$ cat src/rtl/inst_fetch_unit_pkg.sv
// ============================================================================
// Module : inst_fetch_unit_pkg
// Brief  : Shared opcode constant and fetch FSM encoding for the fetch unit.
// Rev    : 1.0  initial release
// ============================================================================
`default_nettype none

package inst_fetch_unit_pkg;

   localparam logic [31:0] c_INST_NOOP = 32'h0000_0000;

   typedef enum logic [1:0] {
      FETCH_IDLE  = 2'd0,
      FETCH_RUN   = 2'd1,
      FETCH_DRAIN = 2'd2,
      FETCH_DONE  = 2'd3
   } fetchState_t;

endpackage

`default_nettype wire

$ cat src/rtl/fetch_fifo.sv
// ============================================================================
// Module : fetch_fifo
// Brief  : Synchronous prefetch FIFO with occupancy count and synchronous clear.
// Rev    : 1.0  initial release
// ============================================================================
`default_nettype none

module fetch_fifo #(
   parameter int WIDTH = 42,
   parameter int DEPTH = 2
) (
   input  logic                     clk,
   input  logic                     rst_n,
   input  logic                     clear,
   input  logic                     push,
   input  logic [WIDTH-1:0]         pushData,
   input  logic                     pop,
   output logic [WIDTH-1:0]         headData,
   output logic [$clog2(DEPTH):0]   count,
   output logic                     full,
   output logic                     empty
);
   localparam int PTR_W = $clog2(DEPTH);

   logic [WIDTH-1:0] r_mem [DEPTH];
   logic [PTR_W-1:0] r_wrPtr;
   logic [PTR_W-1:0] r_rdPtr;
   logic [PTR_W:0]   r_count;
   logic             w_doPush;
   logic             w_doPop;

   assign empty    = (r_count == '0);
   assign full     = (r_count == (PTR_W+1)'(DEPTH));
   assign count    = r_count;
   assign headData = r_mem[r_rdPtr];
   assign w_doPop  = pop && !empty;
   // A pop frees the head slot in the same edge, so a full FIFO may still accept.
   assign w_doPush = push && (!full || w_doPop);

   always_ff @(posedge clk or negedge rst_n) begin
      if (!rst_n) begin
         r_wrPtr <= '0;
         r_rdPtr <= '0;
         r_count <= '0;
      end else if (clear) begin
         r_wrPtr <= '0;
         r_rdPtr <= '0;
         r_count <= '0;
      end else begin
         if (w_doPush) r_wrPtr <= r_wrPtr + PTR_W'(1);
         if (w_doPop)  r_rdPtr <= r_rdPtr + PTR_W'(1);
         if (w_doPush && !w_doPop)      r_count <= r_count + (PTR_W+1)'(1);
         else if (!w_doPush && w_doPop) r_count <= r_count - (PTR_W+1)'(1);
      end
   end

   always_ff @(posedge clk) begin
      if (w_doPush && !clear) r_mem[r_wrPtr] <= pushData;
   end

endmodule

`default_nettype wire

$ cat src/rtl/inst_fetch_unit.sv
// ============================================================================
// Module : inst_fetch_unit
// Brief  : Sequences a PC over synchronous instruction memory and streams words
//          to decode, with stall, redirect flush and completion signalling.
// Rev    : 1.0  initial release
// ============================================================================
`default_nettype none

module inst_fetch_unit
   import inst_fetch_unit_pkg::*;
#(
   parameter int ADDR_W     = 10,
   parameter int FIFO_DEPTH = 2
) (
   input  logic              clk,
   input  logic              rst_n,
   input  logic              start,
   input  logic [ADDR_W:0]   prog_len,
   output logic              imem_en,
   output logic [ADDR_W-1:0] imem_addr,
   input  logic [31:0]       imem_rdata,
   input  logic              stall,
   input  logic              flush,
   input  logic [ADDR_W-1:0] flush_pc,
   output logic [31:0]       instruction,
   output logic              inst_valid,
   output logic [ADDR_W-1:0] inst_pc,
   output logic              busy,
   output logic              done
);
   localparam int CNT_W   = $clog2(FIFO_DEPTH) + 1;
   localparam int ENTRY_W = 32 + ADDR_W;

   fetchState_t         r_state;
   logic [ADDR_W:0]     r_pc;
   logic [ADDR_W:0]     r_len;
   logic                r_inflight;
   logic [ADDR_W-1:0]   r_inflightAddr;

   logic [CNT_W-1:0]    w_fifoCount;
   logic                w_fifoFull;
   logic                w_fifoEmpty;
   logic [ENTRY_W-1:0]  w_fifoHead;
   logic                w_flushAct;
   logic                w_credit;
   logic                w_retValid;
   logic                w_bypass;
   logic                w_pop;
   logic                w_push;
   logic                w_lastReq;
   logic                w_drained;

   assign w_flushAct = flush && (r_state == FETCH_RUN || r_state == FETCH_DRAIN);
   assign w_credit   = (w_fifoCount + CNT_W'(r_inflight)) < CNT_W'(FIFO_DEPTH);
   assign imem_en    = (r_state == FETCH_RUN) && (r_pc < r_len) && w_credit && !flush;
   assign imem_addr  = r_pc[ADDR_W-1:0];

   // Requests are never issued during a flush, so the only word that can be
   // stale is the one returning in the flush cycle itself.
   assign w_retValid = r_inflight && !flush;
   assign w_bypass   = w_retValid && !stall && w_fifoEmpty;
   assign w_pop      = !flush && !stall && !w_fifoEmpty;
   assign w_push     = w_retValid && !w_bypass && (!w_fifoFull || w_pop);
   assign w_lastReq  = imem_en && ((r_pc + (ADDR_W+1)'(1)) == r_len);
   assign w_drained  = w_fifoEmpty && !r_inflight && !stall;

   fetch_fifo #(
      .WIDTH (ENTRY_W),
      .DEPTH (FIFO_DEPTH)
   ) u_fifo (
      .clk      (clk),
      .rst_n    (rst_n),
      .clear    (w_flushAct),
      .push     (w_push),
      .pushData ({imem_rdata, r_inflightAddr}),
      .pop      (w_pop),
      .headData (w_fifoHead),
      .count    (w_fifoCount),
      .full     (w_fifoFull),
      .empty    (w_fifoEmpty)
   );

   always_ff @(posedge clk or negedge rst_n) begin
      if (!rst_n) begin
         r_state        <= FETCH_IDLE;
         r_pc           <= '0;
         r_len          <= '0;
         r_inflight     <= 1'b0;
         r_inflightAddr <= '0;
         instruction    <= c_INST_NOOP;
         inst_valid     <= 1'b0;
         inst_pc        <= '0;
         busy           <= 1'b0;
         done           <= 1'b0;
      end else begin
         r_inflight     <= imem_en;
         r_inflightAddr <= imem_addr;

         // Returning data goes straight to the output when nothing is queued ahead of it.
         if (flush) begin
            instruction <= c_INST_NOOP;
            inst_valid  <= 1'b0;
         end else if (!stall) begin
            if (!w_fifoEmpty) begin
               {instruction, inst_pc} <= w_fifoHead;
               inst_valid             <= 1'b1;
            end else if (w_bypass) begin
               instruction <= imem_rdata;
               inst_pc     <= r_inflightAddr;
               inst_valid  <= 1'b1;
            end else begin
               instruction <= c_INST_NOOP;
               inst_valid  <= 1'b0;
            end
         end

         if (w_flushAct) begin
            r_pc    <= {1'b0, flush_pc};
            r_state <= ({1'b0, flush_pc} < r_len) ? FETCH_RUN : FETCH_DRAIN;
         end else begin
            case (r_state)
               FETCH_IDLE, FETCH_DONE: begin
                  if (start) begin
                     r_len <= prog_len;
                     r_pc  <= '0;
                     if (prog_len == '0) begin
                        r_state <= FETCH_DONE;
                        done    <= 1'b1;
                        busy    <= 1'b0;
                     end else begin
                        r_state <= FETCH_RUN;
                        done    <= 1'b0;
                        busy    <= 1'b1;
                     end
                  end
               end
               FETCH_RUN: begin
                  if (imem_en) begin
                     r_pc <= r_pc + (ADDR_W+1)'(1);
                     if (w_lastReq) r_state <= FETCH_DRAIN;
                  end
               end
               FETCH_DRAIN: begin
                  if (w_drained) begin
                     r_state <= FETCH_DONE;
                     done    <= 1'b1;
                     busy    <= 1'b0;
                  end
               end
               default: r_state <= FETCH_IDLE;
            endcase
         end
      end
   end

endmodule

`default_nettype wire

$ cat config.mk
export PLATFORM = sky130hd
export DESIGN_NAME = inst_fetch_unit
export DESIGN_NICKNAME = d
export VERILOG_FILES = /design/src/rtl/inst_fetch_unit_pkg.sv /design/src/rtl/fetch_fifo.sv /design/src/rtl/inst_fetch_unit.sv
export SDC_FILE = /design/constraint.sdc
export NUM_CORES = 1
export LEC_CHECK = 0
export ABC_CLOCK_PERIOD_IN_PS = 4600
export BUFFER_PORTS_ARGS = -buffer_cell sky130_fd_sc_hd__buf_2
export CAP_MARGIN = 40
export CORE_MARGIN = 2
export CORE_UTILIZATION = 51
export CTS_CLUSTER_DIAMETER = 150
export DETAILED_ROUTE_END_ITERATION = 10
export PLACE_DENSITY_LB_ADDON = 0.2
export SLEW_MARGIN = 25
export SYNTH_ARGS = -nofsm -noshare
export SYNTH_HDL_FRONTEND = slang
export SYNTH_HIERARCHICAL = 1
export SYNTH_SLANG_ARGS = --single-unit
$ cat constraint.sdc
create_clock -name clk -period 4.6 [get_ports clk]
set_input_delay 0.46 -clock clk [delete_from_list [all_inputs] [get_ports clk]]
set_output_delay 0.46 -clock clk [all_outputs]
set_load 0.005 [all_outputs]
==> flow_metrics.env, run 1 <==
export IMPL_outcome="completed"
export IMPL_worstPathRequired_ns=4.14
export IMPL_dp_cells=861
export IMPL_crit_path_max_fanout=11
export IMPL_finalWorstSetupSlack_ns=1.57
export IMPL_place_gp_congestion=0.902
export IMPL_cts_buffers=17
export IMPL_cts_tree="done"
export IMPL_stdcell_count=893
export IMPL_initial_core_util_pct=52.3
export IMPL_multiInputGateArea_um2=2620
export IMPL_seq_area_um2=4630
export IMPL_setup_viol=0
export IMPL_hold_buffers=0
export IMPL_num_antenna_cells=0
export IMPL_maxSlewHeadroom_pct=51.8
export IMPL_core_um2=14500
export IMPL_synth_distinct_cells=57
export IMPL_nets=779
export IMPL_fin_crit_ns=3.03
export IMPL_hold_viol_final=0
export IMPL_worst_pin_slew_ns=0.723
export IMPL_skew_ns=0.00637
export IMPL_ys_ff_latch=168
export IMPL_combPwrFrac_pct=30.9
export IMPL_io_pins=114
export IMPL_cts_sinks=168
export IMPL_r2r_cells=8
export IMPL_portBuffers=113
export IMPL_r2r_end="r_state[1]"
export IMPL_wl_um=16500
export IMPL_drt_iter0_markers=611
export IMPL_worstPathArrival_ns=2.57
export IMPL_pwr_share_clk_pct=27.9
export IMPL_grt_start_max_net_pins=46
export IMPL_seqPwrFrac_pct=41.2
export IMPL_synthFlopType="edfxtp_1"
export IMPL_power_density_nw_per_um2=588
export IMPL_async_flop_share_pct=50.0
export IMPL_synthesis_area_um2=7600
export IMPL_dp_slack_ns=1.73
export IMPL_drive_above_1_share_pct=31.6
export IMPL_clkTransAtPathRegs_ns=0.07
export IMPL_synth_nets=674
export IMPL_ir_drop_uv=364
export IMPL_switchingPower_mw=1.78
export IMPL_grt_pass1_vias=5137
export IMPL_remaining_drc_errors=0
export IMPL_grt_overflow=0
export IMPL_syn_avg_cell_area_um2=12.9
export IMPL_hold_path_class="input pin to async pin"
export IMPL_synth_edf_count=84
export IMPL_fin_setup_tns_ns=0
export IMPL_r2r_slack_ns=1.73
export IMPL_antenna_found_initial=0
export IMPL_fmax_mhz=330
export IMPL_via_count=5132
export IMPL_post_cts_resize_count=0
export IMPL_p_int_mw=3.49
export IMPL_cts_root_buf="clkbuf_16"
export IMPL_leakage_nw=4.10
export IMPL_wire_per_inst_um=18.5
export IMPL_cts_buffer_depth=2
export IMPL_p_sw_share_pct=33.8
export IMPL_ys_seq_area_share_pct=60.8
export IMPL_fin_util_pct=61.7
export IMPL_crit_type="flop to primary output"
export IMPL_dieArea_um2=15900
export IMPL_antenna_left=0
export IMPL_dr_pass1_iters=5
export IMPL_rsz0062_at_grt="no"
export IMPL_area_delta_synth_final_pct=18.0
export IMPL_fin_crit_sh_pct=65.8
export IMPL_rows=44
export IMPL_synth_top_cell_by_area="edfxtp_1"
export IMPL_viasPerCell=5.75
export IMPL_hpwl_um=11200
export IMPL_die_h_um=126
export IMPL_grt_pass1_wl_um=26800
export IMPL_finalMaxSlewViolations=0
export IMPL_post_cts_buffers=0
export IMPL_dieWidth_um=126
export IMPL_synth_top_cell_area_share_pct=33.2
export IMPL_htreeDepth=4
export IMPL_r2r_start="r_pc[1]"
export IMPL_crit_path_start_kind="flop"
export IMPL_yosysWarnings=6
export IMPL_drv_cap=0
export IMPL_ys_top_cells_by_area="edfxtp_1 33%, dfrtp_1 28%, mux2_2 8.3%"
export IMPL_clk_latency_ns=0.43
export IMPL_synthTopCellsByCount="84 x dfrtp_1, 84 x edfxtp_1, 56 x mux2_2, 52 x inv_1, 41 x o21ai_0"
export IMPL_grt_use_total_pct=21.4
export IMPL_cp_end_kind="primary output"
export IMPL_syn_instance_count=591
export IMPL_num_fill_cells=1175
==> layer usage <==
metal  wire length [µm]  up-vias  global-route usage (%)
met5                  0        -                       0
li1                   -     2417                       -
met1               7200     2519                    28.5
met2               8080      174                    35.2
met4                266        0                    7.50
met3                967       22                    4.38
==> critical path: stages, from the launching register on <==
cell and delay [ns]:
dfrtp_1 0.52, ha_1 0.37, and4_1 0.22, a21o_1 0.21, or3_1 0.37, a31oi_1 0.27
buf_2 0.18
==> how the worst max path moves through the flow <==
stage | startpoint | endpoint | slack (ns) | depth (start not counted)
after CTS | r_pc[6] | imem_en | 1.56 | 6
after global placement | u_fifo/count[0] | u_fifo/r_mem[0][16] | 1.72 | 7
final | r_pc[6] | imem_en | 1.57 | 6
after detailed placement | r_pc[1] | r_state[1] | 1.73 | 8
after floorplan | u_fifo/count[0] | u_fifo/r_mem[1][0] | 1.03 | 5
after global routing | r_pc[6] | imem_en | 1.46 | 6
==> power groups by stage <==
stage / logic [mW] / registers [mW] / clock network (mW)
after detailed placement: 1.62 / 2.20 / 0
after global routing: 1.82 / 2.21 / 1.57
after CTS: 1.63 / 2.17 / 1.50
final: 1.63 / 2.17 / 1.47
after floorplan: 1.19 / 2.10 / 0
after global placement: 1.55 / 2.19 / 0
==> sequential cells by signal (all words and copies together) (netlist names), 2 cells and up <==
name            cells
u_fifo/r_mem       84
r_inflightAddr     10
instruction        32
inst_pc            10
r_len              11
u_fifo/count        2
r_pc               11
r_state             2
==> placed cells by master, fill, tap and decap left out, types with 2 or more instances in the layout <==
cell / count
nor4_1: 6
bufinv_16: 3
buf_2: 112
buf_12: 2
xor2_1: 10
a32oi_1: 3
and4_1: 2
nor3_1: 6
clkinv_4: 3
and3_1: 2
buf_4: 9
inv_6: 4
a2111oi_0: 2
inv_1: 52
nand2b_1: 4
mux2_2: 56
mux2i_1: 10
nor3b_1: 2
ha_1: 25
dfrtp_1: 83
a21oi_1: 12
nand4_1: 3
a31oi_1: 3
o21a_1: 2
a222oi_1: 32
a22oi_1: 5
nor2_1: 28
edfxtp_1: 84
xnor2_1: 5
or3_1: 3
clkbuf_16: 17
nor2b_1: 4
nand3_1: 5
clkinvlp_4: 3
o21ai_0: 41
nand2_1: 29
a21o_1: 4
nand3b_1: 2
==> layout make-up <==
cell class,count,share of cell area [%]
timing repair buffer,124,7.62
inverter,52,2.18
clock inverter,15,2.12
clock buffer,17,4.74
multi-input combinational,333,29.2
tap,184,2.57
sequential,168,51.6
==> kinds of logic (layout without fill, tap and decap cells) <==
| logic type | after synthesis | count (layout) | synth area share (%) |
|---|---|---|---|
| compound gates | 118 | 118 | 11.3 |
| xor+xnor | 15 | 15 | 1.73 |
| fa+ha+maj | 25 | 25 | 4.12 |
| buf+inv | 90 | 208 | 5.10 |
| flops | 168 | 168 | 60.8 |
| mux | 66 | 66 | 9.61 |
| simple gates | 109 | 109 | 7.34 |
==> through the flow <==
step	power, mW	instance area, µm²	hold WS, ns
2_1_floorplan	3.28	7610	0.164
3_3_place_gp	3.75	8320	0.452
3_5_place_dp	3.82	8350	0.458
4_1_cts	5.30	8970	0.0314
5_1_grt	5.61	8970	0.0486
6_report	5.27	8970	0.0176
No activity file was read; power rests on OpenSTA's default activity.
==> inputs of run 2 (changes only) <==
--- a/config.mk
+++ b/config.mk
@@ -5,11 +5,12 @@
 export SDC_FILE = /design/constraint.sdc
 export NUM_CORES = 1
 export LEC_CHECK = 0
-export ABC_CLOCK_PERIOD_IN_PS = 4600
+export ABC_AREA = 1
+export ABC_CLOCK_PERIOD_IN_PS = 2700
 export BUFFER_PORTS_ARGS = -buffer_cell sky130_fd_sc_hd__buf_2
 export CAP_MARGIN = 40
 export CORE_MARGIN = 2
-export CORE_UTILIZATION = 51
+export CORE_UTILIZATION = 52
 export CTS_CLUSTER_DIAMETER = 150
 export DETAILED_ROUTE_END_ITERATION = 10
 export PLACE_DENSITY_LB_ADDON = 0.2
==> constraint.sdc (replaced) <==
create_clock -name clk -period 2.7 [get_ports clk]
set_input_delay 0.27 -clock clk [delete_from_list [all_inputs] [get_ports clk]]
set_output_delay 0.27 -clock clk [all_outputs]
set_load 0.005 [all_outputs]
==> flow_metrics.env, run 2 <==
export IMPL_worstPathArrival_ns=2.07
export IMPL_clk_latency_ns=0.42
export IMPL_yosysWarnings=6
export IMPL_synth_top_cell_area_share_pct=32.4
export IMPL_layout_commonest_cell="nand2_1"
export IMPL_io_pins=114
export IMPL_power_density_nw_per_um2=932
export IMPL_synthMuxAreaShare_pct=0.128
export IMPL_wl_um=16400
export IMPL_synthTopCellsByCount="349 x nand2_1, 84 x dfrtp_1, 84 x edfxtp_1, 71 x nand3_1, 55 x inv_1"
export IMPL_dr_pass1_iters=6
export IMPL_worst_pin_slew_ns=0.673
export IMPL_syn_instance_count=838
export IMPL_finalWorstSetupSlack_ns=0.356
export IMPL_async_flop_share_pct=50.0
export IMPL_fin_crit_ns=2.34
export IMPL_htreeDepth=4
export IMPL_synth_adder_area_share_pct=4.01
export IMPL_drive_above_1_share_pct=19.1
export IMPL_combPwrFrac_pct=32.2
export IMPL_die_h_um=126
export IMPL_cts_tree="done"
export IMPL_grt_pass1_vias=5553
export IMPL_dp_slack_ns=0.478
export IMPL_synthesis_area_um2=7790
export IMPL_setup_viol=0
export IMPL_ys_top_cells_by_area="edfxtp_1 32%, dfrtp_1 27%, nand2_1 17%"
export IMPL_initial_core_util_pct=53.4
export IMPL_num_fill_cells=1220
export IMPL_cts_buffer_depth=2
export IMPL_skew_ns=0.00945
export IMPL_area_delta_synth_final_pct=16.6
export IMPL_crit_path_max_fanout=8
export IMPL_crit_type="flop to primary output"
export IMPL_synth_simple_gate_area_share_pct=26.3
export IMPL_fin_crit_sh_pct=86.8
export IMPL_num_antenna_cells=0
export IMPL_cts_buffers=17
export IMPL_post_synth_top_count_cell="nand2_1"
export IMPL_dieArea_um2=16000
export IMPL_synth_distinct_cells=41
export IMPL_dieWidth_um=126
export IMPL_finalMaxSlewViolations=0
export IMPL_pwr_share_clk_pct=25.9
export IMPL_largest_register="u_fifo/r_mem"
export IMPL_cts_sinks=168
export IMPL_cts_root_buf="clkbuf_16"
export IMPL_fin_setup_tns_ns=0
export IMPL_worstPathRequired_ns=2.43
export IMPL_synth_nets=921
export IMPL_synth_top_cell_by_area="edfxtp_1"
export IMPL_p_int_mw=5.36
export IMPL_fmax_mhz=427
export IMPL_drt_iter0_markers=471
export IMPL_p_sw_share_pct=36.7
export IMPL_switchingPower_mw=3.11
export IMPL_viasPerCell=5.11
export IMPL_antenna_left=0
export IMPL_via_count=5843
export IMPL_synth_edf_count=84
export IMPL_crit_path_start_kind="flop"
export IMPL_core_um2=14600
export IMPL_place_gp_congestion=0.873
export IMPL_hpwl_um=11500
export IMPL_hold_viol_final=0
export IMPL_wire_per_inst_um=14.4
export IMPL_remaining_drc_errors=0
export IMPL_synth_xor_area_share_pct=0.450
export IMPL_hold_path_class="input pin to flop"
export IMPL_rsz0062_at_grt="no"
export IMPL_drv_cap=0
export IMPL_nets=1030
export IMPL_ys_seq_area_share_pct=59.3
export IMPL_ir_drop_uv=560
export IMPL_grt_overflow=0
export IMPL_cp_end_kind="primary output"
export IMPL_fin_area_um2=9080
export IMPL_rows=44
export IMPL_largest_reg_flops=84
export IMPL_grt_pass1_wl_um=27500
export IMPL_place_area_um2=8550
export IMPL_synth_compound_area_share_pct=4.14
export IMPL_maxSlewHeadroom_pct=55.0
export IMPL_grt_start_max_net_pins=45
export IMPL_reg_largest_list="u_fifo/r_mem x84, instruction x32"
export IMPL_grt_use_total_pct=21.5
export IMPL_seqPwrFrac_pct=41.9
export IMPL_outcome="completed"
export IMPL_syn_avg_cell_area_um2=9.30
export IMPL_antenna_found_initial=0
export IMPL_layout_common_cells="349 x nand2_1, 112 x buf_2, 84 x dfrtp_1, 84 x edfxtp_1, 71 x nand3_1"
export IMPL_ys_ff_latch=168
export IMPL_clkTransAtPathRegs_ns=0.07
export IMPL_synth_top_family_by_area="simple AND/OR/NAND/NOR gates"
export IMPL_leakage_nw=4.38
export IMPL_synthFlopType="edfxtp_1"
export IMPL_portBuffers=113
-- run 2: changes by cell type in the layout (fill, tap and decap cells not counted), sizes merged, moves of 7 or more --
cell    change
xor2        -9
a21oi      +10
nand3      +69
mux2i       -9
nor2       +19
a31oi       +7
o21ai      -30
a222oi     -32
nand2     +327
mux2       -56
-- run 2: repair_timing --
item,in CTS,in global routing
endpoints found under the setup margin,0,0
endpoints found under the hold margin,41,0
hold buffers,1,0
gates resized for setup,0,0
buffers inserted,0,0
-- run 2: final timing paths --
check | slack [ns] | to | cells after the start | startpoint
hold reg to reg | 0.47 | u_fifo/r_mem[1][1] | 0 | r_inflightAddr[1]
max in group asynchronous | 1.67 | r_pc[10] | 3 | rst_n
hold / removal | 0.05 | u_fifo/r_mem[0][17] | 1 | imem_rdata[7]
setup / recovery | 0.36 | imem_en | 11 | r_pc[2]
min in group asynchronous | 0.39 | instruction[17] | 2 | rst_n
setup reg to reg | 0.47 | r_pc[0] | 10 | r_state[0]
-- run 2: stage by stage --
step,utilization (%),power (mW),std cells,hold slack (ns)
floorplan,-,5.49,838,-0.0256
global placement,58.6,6.27,1111,0.310
detailed placement,58.6,6.34,1111,0.309
CTS,62.3,8.54,1144,0.0414
global route,62.3,9.09,1144,0.0413
finish,62.3,8.47,1144,0.0508
-- run 2: critical path: stages, from the launching register on --
cell	delay (ns)
dfrtp_1	0.50
ha_1	0.36
a21oi_1	0.15
nand2_1	0.06
nand2_1	0.05
nand2_1	0.06
nand2_1	0.06
nand2_1	0.05
nand2_1	0.06
nand2_1	0.06
inv_1	0.12
buf_2	0.13
-- run 2: logic make-up after synthesis --
group	Yosys count
xor+xnor	4
mux	1
simple gates	490
flops	168
fa+ha+maj	25
buf+inv	95
compound gates	55
-- run 2: final cells by class --
class / instances / area, µm² / area share [%]
repair buffers: 126 / 706 / 7.77
inverters: 59 / 225 / 2.48
multi-input cells: 575 / 2770 / 30.5
clock buffers: 18 / 429 / 4.73
well taps: 184 / 230 / 2.53
clock inverters: 14 / 97.6 / 1.07
flip-flops and latches: 168 / 4620 / 50.9
-- run 2: power by group through the flow --
stage / Clock, mW / Combinational (mW) / Sequential [mW]
after floorplan: 0 / 1.96 / 3.53
after global placement: 0 / 2.69 / 3.58
after detailed placement: 0 / 2.74 / 3.60
after CTS: 2.23 / 2.76 / 3.55
after global routing: 2.33 / 3.14 / 3.62
final: 2.20 / 2.72 / 3.55
-- run 2: per-layer routing --
layer / vias up / wire length, µm / GRT usage [%]
li1: 2961 / - / -
met1: 2708 / 7420 / 29.0
met2: 159 / 8070 / 36.6
met3: 15 / 772 / 4.34
met4: 0 / 165 / 4.46
met5: - / 0 / 0
==> inputs of run 3 (changes only) <==
--- a/config.mk
+++ b/config.mk
@@ -10,7 +10,7 @@
 export BUFFER_PORTS_ARGS = -buffer_cell sky130_fd_sc_hd__buf_2
 export CAP_MARGIN = 40
 export CORE_MARGIN = 2
-export CORE_UTILIZATION = 52
+export CORE_UTILIZATION = 30
 export CTS_CLUSTER_DIAMETER = 150
 export DETAILED_ROUTE_END_ITERATION = 10
 export PLACE_DENSITY_LB_ADDON = 0.2
==> flow_metrics.env, run 3 (synthesized netlist as in run 2, its figures left out) <==
export IMPL_drt_iter0_markers=378
export IMPL_r2r_start="u_fifo/count[1]"
export IMPL_reg_largest_list="u_fifo/r_mem x84, instruction x32"
export IMPL_fmax_mhz=425
export IMPL_io_pins=114
export IMPL_layout_common_cells="349 x nand2_1, 112 x buf_2, 84 x dfrtp_1, 84 x edfxtp_1, 71 x nand3_1"
export IMPL_die_h_um=165
export IMPL_clk_latency_ns=0.44
export IMPL_maxSlewHeadroom_pct=55.6
export IMPL_antenna_left=0
export IMPL_antenna_found_initial=3
export IMPL_rows=58
export IMPL_initial_core_util_pct=30.8
export IMPL_portBuffers=113
export IMPL_dieArea_um2=27300
export IMPL_crit_path_max_fanout=8
export IMPL_hold_depth=1
export IMPL_p_sw_share_pct=38.3
export IMPL_power_density_nw_per_um2=941
export IMPL_cts_tree="done"
export IMPL_place_gp_congestion=0.832
export IMPL_grt_use_total_pct=14.9
export IMPL_outcome="completed"
export IMPL_cts_root_buf="clkbuf_16"
export IMPL_wire_per_inst_um=14.8
export IMPL_remaining_drc_errors=0
export IMPL_cts_sinks=168
export IMPL_drv_cap=0
export IMPL_min_to="u_fifo/r_mem[1][20]"
export IMPL_p_int_mw=5.47
export IMPL_r2r_cells=7
export IMPL_clkTransAtPathRegs_ns=0.07
export IMPL_leakage_nw=4.45
export IMPL_ir_drop_uv=389
export IMPL_finalMaxSlewViolations=0
export IMPL_grt_overflow=0
export IMPL_worstPathRequired_ns=2.43
export IMPL_core_um2=25300
export IMPL_wl_um=19100
export IMPL_dp_cells=1261
export IMPL_cts_buffers=17
export IMPL_skew_ns=0.0115
export IMPL_r2r_slack_ns=0.36
export IMPL_dr_pass1_iters=5
export IMPL_via_count=5866
export IMPL_crit_type="flop to primary output"
export IMPL_grt_pass1_vias=5860
export IMPL_grt_start_max_net_pins=46
export IMPL_pwr_share_clk_pct=28.4
export IMPL_htreeDepth=4
export IMPL_layout_commonest_cell="nand2_1"
export IMPL_drive_above_1_share_pct=19.9
export IMPL_crit_start="r_pc[6]"
export IMPL_crit_path_start_kind="flop"
export IMPL_nets=1034
export IMPL_worstPathArrival_ns=2.08
export IMPL_worst_pin_slew_ns=0.664
export IMPL_cts_buffer_depth=2
export IMPL_fin_hold_ws_ns=0.0414
export IMPL_seqPwrFrac_pct=39.9
export IMPL_fin_crit_ns=2.35
export IMPL_area_delta_synth_final_pct=20.9
export IMPL_stdcell_count=1295
export IMPL_rsz0062_at_grt="no"
export IMPL_largest_reg_flops=84
export IMPL_switchingPower_mw=3.40
export IMPL_combPwrFrac_pct=31.7
export IMPL_hpwl_um=13400
export IMPL_setup_viol=0
export IMPL_hold_path_class="input pin to flop"
export IMPL_cp_end_kind="primary output"
export IMPL_hold_viol_final=0
export IMPL_fin_util_pct=37.2
export IMPL_largest_register="u_fifo/r_mem"
export IMPL_fin_setup_tns_ns=0
export IMPL_viasPerCell=4.53
export IMPL_power_mw=8.87
export IMPL_dieWidth_um=165
export IMPL_grt_pass1_wl_um=31300
export IMPL_worstHoldStart="imem_rdata[10]"
export IMPL_r2r_end="u_fifo/r_mem[0][23]"
export IMPL_fin_crit_sh_pct=87.2
-- run 3: changes by cell type in the layout (fill, tap and decap cells not counted), sizes merged --
cell and change:
inv +2, clkinvlp -2, buf +4, clkinv +1
clkbuf -1, diode +1
-- run 3: how the worst max path moves through the flow --
stage / slack [ns] / depth (start not counted) / end
after floorplan: 0.04 / 6 / u_fifo/r_mem[1][0]
after global placement: 0.39 / 7 / u_fifo/r_mem[0][33]
after detailed placement: 0.35 / 7 / u_fifo/r_mem[0][33]
after CTS: 0.32 / 11 / imem_en
after global routing: 0.11 / 7 / u_fifo/r_mem[0][23]
final: 0.35 / 11 / imem_en
-- run 3: power by group through the flow --
stage / combinational [mW] / sequential (mW) / clock [mW]
after floorplan: 1.96 / 3.53 / 0
after CTS: 2.86 / 3.55 / 2.60
after detailed placement: 2.85 / 3.60 / 0
after global placement: 2.83 / 3.58 / 0
after global routing: 3.27 / 3.60 / 2.69
final: 2.81 / 3.54 / 2.52
-- run 3: stage by stage --
| stage | worst slack, ns | area [µm²] |
|---|---|---|
| after floorplan | 0.0444 | 7830 |
| after global placement | 0.387 | 8750 |
| after detailed placement | 0.349 | 8770 |
| after CTS | 0.323 | 9420 |
| after global routing | 0.107 | 9420 |
| final | 0.345 | 9420 |
-- run 3: cell type report --
| class | count | area, µm² |
|---|---|---|
| repair buffers | 130 | 739 |
| inverters | 59 | 225 |
| fillers | 2541 | 15900 |
| clock inverters | 15 | 216 |
| flip-flops and latches | 168 | 4620 |
| well taps | 330 | 413 |
| clock buffers | 17 | 425 |
| multi-input cells | 575 | 2770 |
| diodes | 1 | 2.50 |
-- run 3: repair_timing --
item	CTS	global route
hold buffers	1	0
endpoints found under the hold margin	44	0
buffers inserted	0	0
gates resized for setup	0	0
-- run 3: routing by layer --
metal / vias up / GRT usage (%) / share of wire, %
li1: 2969 / - / -
met1: 2756 / 19.9 / 48
met2: 120 / 24.3 / 47
met3: 17 / 3.05 / 4.3
met4: 4 / 4.62 / 1.0
met5: - / 0 / 0.14
-- run 3: critical path: stages, from the launching register on --
cell,delay [ns]
dfrtp_1,0.47
ha_1,0.34
nand2_1,0.09
inv_1,0.04
a21oi_1,0.16
nand2_1,0.08
nand2_1,0.06
nand2_1,0.06
nand2_1,0.06
nand2_1,0.06
inv_1,0.12
buf_2,0.13
